$ cat config.mk
export PLATFORM = sky130hd
export DESIGN_NAME = mem_port_arbiter
export DESIGN_NICKNAME = d
export VERILOG_FILES = /design/src/rtl/mem_port_arbiter_pkg.sv /design/src/rtl/mem_port_arbiter_prio_sel.sv /design/src/rtl/mem_port_arbiter.sv
export SDC_FILE = /design/constraint.sdc
export NUM_CORES = 1
export LEC_CHECK = 0
export ABC_AREA = 1
export BUFFER_PORTS_ARGS = -buffer_cell sky130_fd_sc_hd__buf_2
export CAP_MARGIN = 20
export CORE_AREA = 2 2 244 246
export DETAILED_ROUTE_END_ITERATION = 16
export DIE_AREA = 0 0 246 248
export MAX_ROUTING_LAYER = met4
export PLACE_DENSITY = 0.41
export SETUP_SLACK_MARGIN = 0.15
export SLEW_MARGIN = 20
export SYNTH_ARGS = -nofsm -noshare
export SYNTH_HDL_FRONTEND = slang
export SYNTH_SLANG_ARGS = --single-unit
$ cat constraint.sdc
create_clock -name clk_i -period 1.7 [get_ports clk_i]
set_clock_uncertainty 0.2 [all_clocks]
set_input_delay 0.255 -clock clk_i [delete_from_list [all_inputs] [get_ports clk_i]]
set_output_delay 0.255 -clock clk_i [all_outputs]
set_load 0.02 [all_outputs]
$ cat src/rtl/mem_port_arbiter_pkg.sv
// Shared types and helpers for the fetch/data RAM port arbiter.
package mem_port_arbiter_pkg;

  // Arbiter FSM states.
  typedef enum logic [1:0] {
    ST_IDLE   = 2'd0,
    ST_ACCESS = 2'd1,
    ST_RESP   = 2'd2
  } arb_state_e;

  // Which requester currently owns the RAM port.
  typedef enum logic {
    OWN_IF = 1'b0,
    OWN_DM = 1'b1
  } owner_e;

  // Access widths in bytes for the two ports.
  localparam int unsigned IF_BYTES = 10;
  localparam int unsigned DM_BYTES = 8;

  // True when an access of 'width' bytes starting at 'addr' fits in the RAM.
  // Full 64-bit unsigned compare, so huge addresses never wrap into range.
  function automatic logic addr_in_range(input logic [63:0] addr,
                                         input int unsigned mem_bytes,
                                         input int unsigned width);
    logic [63:0] limit;
    limit = 64'(mem_bytes) - 64'(width);
    return (addr <= limit);
  endfunction

endpackage

$ cat src/rtl/mem_port_arbiter_prio_sel.sv
// Combinational grant selection: data first, fetch on starvation, plus the
// next value of the consecutive-data-grant streak counter.
module arb_prio_sel
  import mem_port_arbiter_pkg::*;
#(
  parameter int unsigned MAX_DATA_STREAK = 4,
  parameter int unsigned STREAK_W        = 3
) (
  input  logic                if_req,
  input  logic                dm_req,
  input  logic                if_flush,
  input  logic                excl_if,
  input  logic                excl_dm,
  input  logic [STREAK_W-1:0] streak,
  output logic                grant_valid,
  output owner_e              grant_owner,
  output logic [STREAK_W-1:0] streak_next
);

  logic if_elig_s;
  logic dm_elig_s;
  logic starve_s;

  // Pick the winner and compute the streak update for that choice.
  always_comb begin
    if_elig_s   = if_req && !if_flush && !excl_if;
    dm_elig_s   = dm_req && !excl_dm;
    starve_s    = if_req && (streak == STREAK_W'(MAX_DATA_STREAK));
    grant_valid = 1'b0;
    grant_owner = OWN_DM;
    streak_next = streak;
    if (if_elig_s && (!dm_elig_s || starve_s)) begin
      grant_valid = 1'b1;
      grant_owner = OWN_IF;
      streak_next = {STREAK_W{1'b0}};
    end else if (dm_elig_s) begin
      grant_valid = 1'b1;
      grant_owner = OWN_DM;
      if (if_req) begin
        if (streak == STREAK_W'(MAX_DATA_STREAK)) begin
          streak_next = streak;
        end else begin
          streak_next = streak + STREAK_W'(1);
        end
      end else begin
        streak_next = {STREAK_W{1'b0}};
      end
    end else begin
      streak_next = streak;
    end
  end

endmodule

$ cat src/rtl/mem_port_arbiter.sv
// Shares one byte RAM between the fetch stage (10-byte reads) and the memory
// stage (8-byte reads/writes). IDLE -> ACCESS -> RESP, registered responses.
module mem_port_arbiter
  import mem_port_arbiter_pkg::*;
#(
  parameter int unsigned MEM_BYTES       = 1024,
  parameter int unsigned MAX_DATA_STREAK = 4
) (
  input  logic        clk_i,
  input  logic        rst_i,
  input  logic        if_req_i,
  input  logic [63:0] if_addr_i,
  input  logic        if_flush_i,
  output logic        if_ack_o,
  output logic [79:0] if_instr_o,
  output logic        if_err_o,
  input  logic        dm_req_i,
  input  logic        dm_we_i,
  input  logic [63:0] dm_addr_i,
  input  logic [63:0] dm_wdata_i,
  output logic        dm_ack_o,
  output logic [63:0] dm_rdata_o,
  output logic        dm_err_o,
  output logic        ram_r_en_o,
  output logic        ram_w_en_o,
  output logic [63:0] ram_addr_o,
  output logic [63:0] ram_wdata_o,
  input  logic [63:0] ram_rdata_i,
  input  logic [79:0] ram_instr_i
);

  localparam int unsigned STREAK_W = $clog2(MAX_DATA_STREAK + 1);

  arb_state_e          state_r;
  arb_state_e          state_next_s;
  owner_e              owner_r;
  owner_e              grant_owner_s;
  logic [63:0]         addr_r;
  logic [63:0]         wdata_r;
  logic                we_r;
  logic                oor_r;
  logic [STREAK_W-1:0] streak_r;
  logic [STREAK_W-1:0] streak_next_s;
  logic                grant_valid_s;
  logic                grant_s;
  logic                arb_en_s;
  logic                excl_if_s;
  logic                excl_dm_s;
  logic                access_s;
  logic                if_ack_r;
  logic                if_err_r;
  logic [79:0]         if_instr_r;
  logic                dm_ack_r;
  logic                dm_err_r;
  logic [63:0]         dm_rdata_r;

  // Arbitration happens only in IDLE and RESP; RESP excludes the port just served,
  // because its request is still high during its ack cycle.
  assign arb_en_s  = (state_r == ST_IDLE) || (state_r == ST_RESP);
  assign excl_if_s = (state_r == ST_RESP) && (owner_r == OWN_IF);
  assign excl_dm_s = (state_r == ST_RESP) && (owner_r == OWN_DM);
  assign grant_s   = arb_en_s && grant_valid_s;
  assign access_s  = (state_r == ST_ACCESS);

  arb_prio_sel #(
    .MAX_DATA_STREAK(MAX_DATA_STREAK),
    .STREAK_W       (STREAK_W)
  ) u_prio_sel (
    .if_req     (if_req_i),
    .dm_req     (dm_req_i),
    .if_flush   (if_flush_i),
    .excl_if    (excl_if_s),
    .excl_dm    (excl_dm_s),
    .streak     (streak_r),
    .grant_valid(grant_valid_s),
    .grant_owner(grant_owner_s),
    .streak_next(streak_next_s)
  );

  // Next-state logic for the access sequencer.
  always_comb begin
    state_next_s = state_r;
    case (state_r)
      ST_IDLE: begin
        if (grant_s) begin
          state_next_s = ST_ACCESS;
        end else begin
          state_next_s = ST_IDLE;
        end
      end
      ST_ACCESS: begin
        state_next_s = ST_RESP;
      end
      ST_RESP: begin
        if (grant_s) begin
          state_next_s = ST_ACCESS;
        end else begin
          state_next_s = ST_IDLE;
        end
      end
      default: begin
        state_next_s = ST_IDLE;
      end
    endcase
  end

  // State register and starvation streak counter.
  always_ff @(posedge clk_i) begin
    if (rst_i) begin
      state_r  <= ST_IDLE;
      streak_r <= {STREAK_W{1'b0}};
    end else begin
      state_r <= state_next_s;
      if (grant_s) begin
        streak_r <= streak_next_s;
      end
    end
  end

  // Latch the winning request so the RAM sees stable controls in ACCESS.
  always_ff @(posedge clk_i) begin
    if (rst_i) begin
      owner_r <= OWN_IF;
      addr_r  <= 64'd0;
      wdata_r <= 64'd0;
      we_r    <= 1'b0;
      oor_r   <= 1'b0;
    end else if (grant_s) begin
      owner_r <= grant_owner_s;
      if (grant_owner_s == OWN_IF) begin
        addr_r  <= if_addr_i;
        wdata_r <= 64'd0;
        we_r    <= 1'b0;
        oor_r   <= !addr_in_range(if_addr_i, MEM_BYTES, IF_BYTES);
      end else begin
        addr_r  <= dm_addr_i;
        wdata_r <= dm_wdata_i;
        we_r    <= dm_we_i;
        oor_r   <= !addr_in_range(dm_addr_i, MEM_BYTES, DM_BYTES);
      end
    end
  end

  // Capture the RAM result at the end of ACCESS; acks become one-cycle pulses in RESP.
  // A fetch flushed during its ACCESS still reads, but is neither acked nor captured.
  always_ff @(posedge clk_i) begin
    if (rst_i) begin
      if_ack_r   <= 1'b0;
      if_err_r   <= 1'b0;
      if_instr_r <= 80'd0;
      dm_ack_r   <= 1'b0;
      dm_err_r   <= 1'b0;
      dm_rdata_r <= 64'd0;
    end else if (access_s) begin
      if (owner_r == OWN_IF) begin
        dm_ack_r <= 1'b0;
        dm_err_r <= 1'b0;
        if (if_flush_i) begin
          if_ack_r <= 1'b0;
          if_err_r <= 1'b0;
        end else begin
          if_ack_r   <= 1'b1;
          if_err_r   <= oor_r;
          if_instr_r <= oor_r ? 80'd0 : ram_instr_i;
        end
      end else begin
        if_ack_r   <= 1'b0;
        if_err_r   <= 1'b0;
        dm_ack_r   <= 1'b1;
        dm_err_r   <= oor_r;
        dm_rdata_r <= (oor_r || we_r) ? 64'd0 : ram_rdata_i;
      end
    end else begin
      if_ack_r <= 1'b0;
      if_err_r <= 1'b0;
      dm_ack_r <= 1'b0;
      dm_err_r <= 1'b0;
    end
  end

  // RAM pins are live only in ACCESS; the write enable is also cut by reset.
  assign ram_r_en_o  = access_s && !oor_r && !we_r;
  assign ram_w_en_o  = access_s && !oor_r && we_r && !rst_i;
  assign ram_addr_o  = access_s ? addr_r : 64'd0;
  assign ram_wdata_o = (access_s && we_r) ? wdata_r : 64'd0;

  assign if_ack_o   = if_ack_r;
  assign if_err_o   = if_err_r;
  assign if_instr_o = if_instr_r;
  assign dm_ack_o   = dm_ack_r;
  assign dm_err_o   = dm_err_r;
  assign dm_rdata_o = dm_rdata_r;

endmodule

---- After elaboration in Yosys (flattened, before gate mapping) ----
Cells that the tools add are included.
operators by class
  add/sub/neg operators ................... 1
  magnitude comparators ................... 2
  equal/unequal tests ..................... 4
  mux-type cells .......................... 19
  bitwise gates (word level) .............. 3
  reduce and logical (&&, ||, !) cells .... 35
operator list
  kind                                                                     number
  64-bit two-way mux                                                       5
  64-bit by 10-bit <= comparator with 1-bit output, second input constant  2
  80-bit two-way mux                                                       1
  1-bit logical AND                                                        13
  3-bit two-way mux                                                        4
  1-bit zero test                                                          9
  1-bit two-way mux                                                        8
  3-bit AND reduction                                                      2
  3-bit OR reduction                                                       2
  2-bit one-hot mux with 2 select lines                                    1
  2-bit OR reduction                                                       2
  4-bit OR reduction                                                       1
  3-bit by 1-bit adder with 3-bit output, second input constant            1
  3-bit equality test, second input constant                               1
  1-bit logical OR                                                         3
  3-bit by 2-bit != test with 1-bit output, second input constant          1
  1-bit NOT                                                                3
  2-bit by 1-bit equality test with 1-bit output, second input constant    1
  2-bit equality test, second input constant                               1
  2-bit zero test                                                          1
  2-bit AND reduction                                                      1
  2-bit nonzero test                                                       1
storage, ports and cells
  flip-flop bits (word level) ............. 284
  input bits .............................. 342
  output and inout bits ................... 278

---- Depth between registers and ports, before layout ----
  depth after elaboration ................. 11
  mapped depth ............................ 12
  gate-level depth less buffers ........... 11

---- Cells and area by module ----
From an unflattened synthesis, not the netlist that was laid out.
second synthesis, totals
  cell total of the unflattened synthesis .. 1692
  area, all modules ....................... 11885.1 µm²
by module, submodules not included
  module            instances  cells each  area an instance (µm²)  seq. area each (µm²)
  mem_port_arbiter  1          1656        11673.7                 5685.5
  arb_prio_sel      1          36          211.5                   0.0

---- Worst setup path after synthesis ----
Ideal clock, no wire load.
  path kind ............................... register -> output
  start point ............................. register state_r[0]
  end point ............................... output ram_wdata_o[13]
  data arrival time ....................... 1348 ps
  setup slack ............................. -103 ps
  cell stages (with the launch flop) ...... 7
  cell sequence ........................... dfxtp_1 > inv_2 > nor2_1 > nand2_1 > clkbuf_1 > clkbuf_1 > nor2_1
on the way
  word-level cells in the longest chain between the ends .. 3
ends and longest elaborated chain
  element                                         RTL line                 source
  start, declared                                 mem_port_arbiter.sv:34   arb_state_e state_r;
  start signal, assigned                          mem_port_arbiter.sv:113  state_r <= state_next_s;
  2-bit by 1-bit equality test with 1-bit output  mem_port_arbiter.sv:63   assign access_s = (state_r == ST_ACCESS);
  1-bit logical AND                               mem_port_arbiter.sv:185  assign ram_wdata_o = (access_s && we_r) ? wdata_r : 64'd0;
  64-bit two-way mux                              mem_port_arbiter.sv:185
  end, declared                                   mem_port_arbiter.sv:27   output logic [63:0] ram_wdata_o,
Every way passes these cells.

---- Worst setup path in the final report ----
  start point ............................. register state_r[1]
  end point ............................... output ram_addr_o[41]
on the way
  word-level cells in the longest chain between the ends .. 2
ends and longest elaborated chain
  element                                         RTL line                 source
  2-bit by 1-bit equality test with 1-bit output  mem_port_arbiter.sv:63
  64-bit two-way mux                              mem_port_arbiter.sv:184  assign ram_addr_o = access_s ? addr_r : 64'd0;
  end, declared                                   mem_port_arbiter.sv:26   output logic [63:0] ram_addr_o,
Every way passes these cells.

==> flow_metrics.py <==
metrics = {
    "critical_path": {
        "slowest_delay_ns": 0.36,
        "cp-start-kind": "register",
        "critPathSlowestCell": "dfxtp_2",
        "worstPathRequired_ns": 1.24,
        "worstSetupPathType": "register to output pin",
        "end_kind": "output pin",
        "path_buf_inv": 5,
        "critPathMaxFanout": 5,
        "worstPathArrival_ns": 1.76,
        "cp_top_family": "buffers and inverters",
        "crit_chain": "nor2_4 -> buf_12 -> inv_6 -> clkbuf_16 -> clkbuf_16 -> nor2_4 -> buf_6",
    },
    "grt": {
        "grt_use_total": 0.184,
        "grt_pass1_vias": 15100,
        "antenna_found_initial": 7,
        "overflow": 0,
        "grt_max_degree": 67,
        "grt_first_pass_wirelength_microns": 85500,
    },
    "drt": {
        "via_per_inst": 4.35,
        "antenna_left": 0,
        "remaining_drc_errors": 0,
        "vias": 15300,
        "dr.pass1.iters": 5,
        "drt_wl_total_microns": 60700,
        "drt_iter0_markers": 614,
        "wl_per_cell_microns": 17.3,
    },
    "place": {
        "numPortBuffers": 619,
        "hpwl_microns": 39200,
        "place.gp.congestion": 0.883,
        "place_area_sq_um": 17200,
        "pre_cts_slack_ns": -0.156,
        "placedCellCount": 3019,
    },
    "synthesis": {
        "synth-seq-area-share": 0.487,
        "syn_area_sq_um": 11700,
        "synth_xor_area_frac": 0,
        "syn_inst": 1652,
        "synth_compound_area_frac": 0.142,
        "ys_ff_latch": 284,
        "synth_top_family_by_area": "simple AND/OR/NAND/NOR gates",
        "yosysWarnings": 0,
        "synth-simple-area-share": 0.280,
        "muxShareOfSynthArea": 0,
        "synthAdderAreaFrac": 0.00214,
        "synth.distinct_cells": 25,
        "synth_area_per_cell_sq_um": 7.07,
        "synthesis.nets": 1996,
    },
    "sta": {
        "finalCriticalPeriod_ns": 2.22,
        "slew_viol_final": 0,
        "post-route-period-util": 1.30,
        "tightest_slew_ns": 0.466,
        "slew_headroom": 0.688,
        "hold_viol": 0,
        "fmax_mhz": 451,
        "setup_viol": 411,
        "finalSetupTns_ns": -137.20,
        "rsz0062_at_grt": "yes",
        "setup_slack_ns": -0.516,
        "holdWs_ns": 0.0265,
    },
    "run_status": {
        "violations": "negative setup slack",
        "outcome": "finished with violations",
    },
    "clock_tree": {
        "clockBufferDepth": 3,
        "cts_tree": "done",
        "clk_latency_ns": 0.53,
        "cts_buffers": 37,
        "cts.sinks": 284,
        "cts-root-buf": "clkbuf_16",
        "htree_levels": 2,
        "clk_pin_slew_ns": 0.06,
    },
    "floorplan": {
        "fp.dieH_microns": 248,
        "io_pins": 620,
        "start_util": 0.200,
        "die_w_microns": 246,
        "core-area_sq_um": 58500,
        "die-area_sq_um": 61000,
        "row_count": 89,
    },
    "power_and_ir_drop": {
        "ir_drop_mv": 0.586,
        "powerDensity_nw_per_um2": 792,
        "cellLeakagePower_nw": 10.4,
    },
    "final_layout": {
        "area.growth.synth_to_final_pct": 111,
        "fillCellCount": 5784,
        "final_area_sq_um": 24700,
        "drive_above_1_share": 0.385,
        "nNetsFinal": 3052,
        "final_cells": 3515,
    },
    "min_path": {
        "hp-class": "input pin to register",
    },
    "flow_run": {
        "maxCapViolCount": 0,
    },
}
## through the flow
stage,total power [W],util
final,0.0195,0.422
after global routing,0.0205,0.422
after CTS,0.0193,0.400
after detailed placement,0.0101,0.295
after global placement,0.0101,0.295
after floorplan,0.00875,-
## layer usage
layer / wire length (microns) / vias to the layer above / GRT usage
met1: 25000 / 7149 / 0.220
li1: - / 7422 / -
met3: 3300 / 144 / 0.0305
met5: 0 / - / -
met4: 1920 / 0 / 0.0690
met2: 30400 / 570 / 0.309
## cell families after synthesis
logic type | count (synthesis)
AO/OA/AOI/OAI | 281
flip-flops | 284
buffers and inverters | 261
AND/OR/NAND/NOR | 824
adder cells (fa/ha/maj) | 2
## synth_stat cells, drive strengths merged
library cell,number,share of area
nor3,5,0.0031
nand3,92,0.040
ha,2,0.0021
nor2,277,0.090
o21a,1,0.00064
nand2,444,0.14
or2,2,0.0011
buf,38,0.018
dfxtp,284,0.49
clkbuf,79,0.025
inv,144,0.046
nand4,4,0.0021
a31oi,65,0.035
a21oi,147,0.063
o21ai,3,0.0013
a22oi,65,0.042
## area by class of cell
type                            instances  area (sq um)  area share
Antenna cell                            7          17.5    0.000710
Clock buffer                           60          1140      0.0463
Sequential cell                       284          5700       0.231
Inverter                              144           548      0.0222
Clock inverter                          6          95.1     0.00385
Tap cell                              773           967      0.0392
Multi-Input combinational cell       1108          6130       0.248
Timing Repair Buffer                 1133         10100       0.409
## final timing paths
path                                             startpoint                     endpoint  slack (ns)  cells after the start
worst max-delay path                  state_r[1]$_SDFF_PP0_               ram_addr_o[41]       -0.52                      7
worst min-delay path                                  rst_i   dm_rdata_o[6]$_SDFFE_PP0P_        0.03                      3
worst max register to register        state_r[0]$_SDFF_PP0_      wdata_r[2]$_SDFFE_PP0P_       -0.49                     13
worst min register to register  dm_rdata_o[39]$_SDFFE_PP0P_  dm_rdata_o[39]$_SDFFE_PP0P_        0.26                      2
## state kept, by name, summed over array words and instances (netlist names)
register,count
owner_r,1
we_r,1
addr_r,64
streak_r,3
if_err_o,1
oor_r,1
state_r,2
dm_rdata_o,64
wdata_r,64
if_instr_o,80
dm_ack_o,1
if_ack_o,1
dm_err_o,1
## cell usage in the layout (no fill, tap or decap), types with 3 or more instances in the layout
master and count:
nor2_1 149, nor2_4 111, diode_2 7, nand3_1 86
nand4_1 4, o21ai_0 3, buf_4 91, inv_1 136
nand2_2 11, nor2_2 17, clkbuf_16 61, a21oi_1 145
buf_6 111, inv_2 6, nand3_2 4, a31oi_1 64
nand2_1 427, dfxtp_2 5, buf_12 50, dfxtp_1 278
buf_8 7, nor3_1 3, nand2_4 5, clkbuf_1 11
buf_2 488, dlygate4sd3_1 340, a22oi_2 31, buf_16 20
clkbuf_8 12, a22oi_1 34
## repair_timing
action | 4_1_cts | 5_1_grt
gates resized for setup | 275 | 126
pin swaps | 18 | 37
cloned | 17 | 25
setup buffers | 20 | 21
hold endpoints to repair | 277 | 0
hold buffers | 340 | 0
setup endpoints to repair | 432 | 482
## worst register-to-register path: cells and delay by family (launching register included)
family / cells / cell delay [ns]
compound gates: 1 / 0.07
buf+inv: 7 / 0.80
flops: 1 / 0.36
simple gates: 5 / 0.71
## power breakdown
part | switching (W) | internal [W]
sequential | 0.000192 | 0.00700
combinational | 0.00211 | 0.00229
clock | 0.00305 | 0.00490
Note: power is estimated with default switching activity, not from simulation.
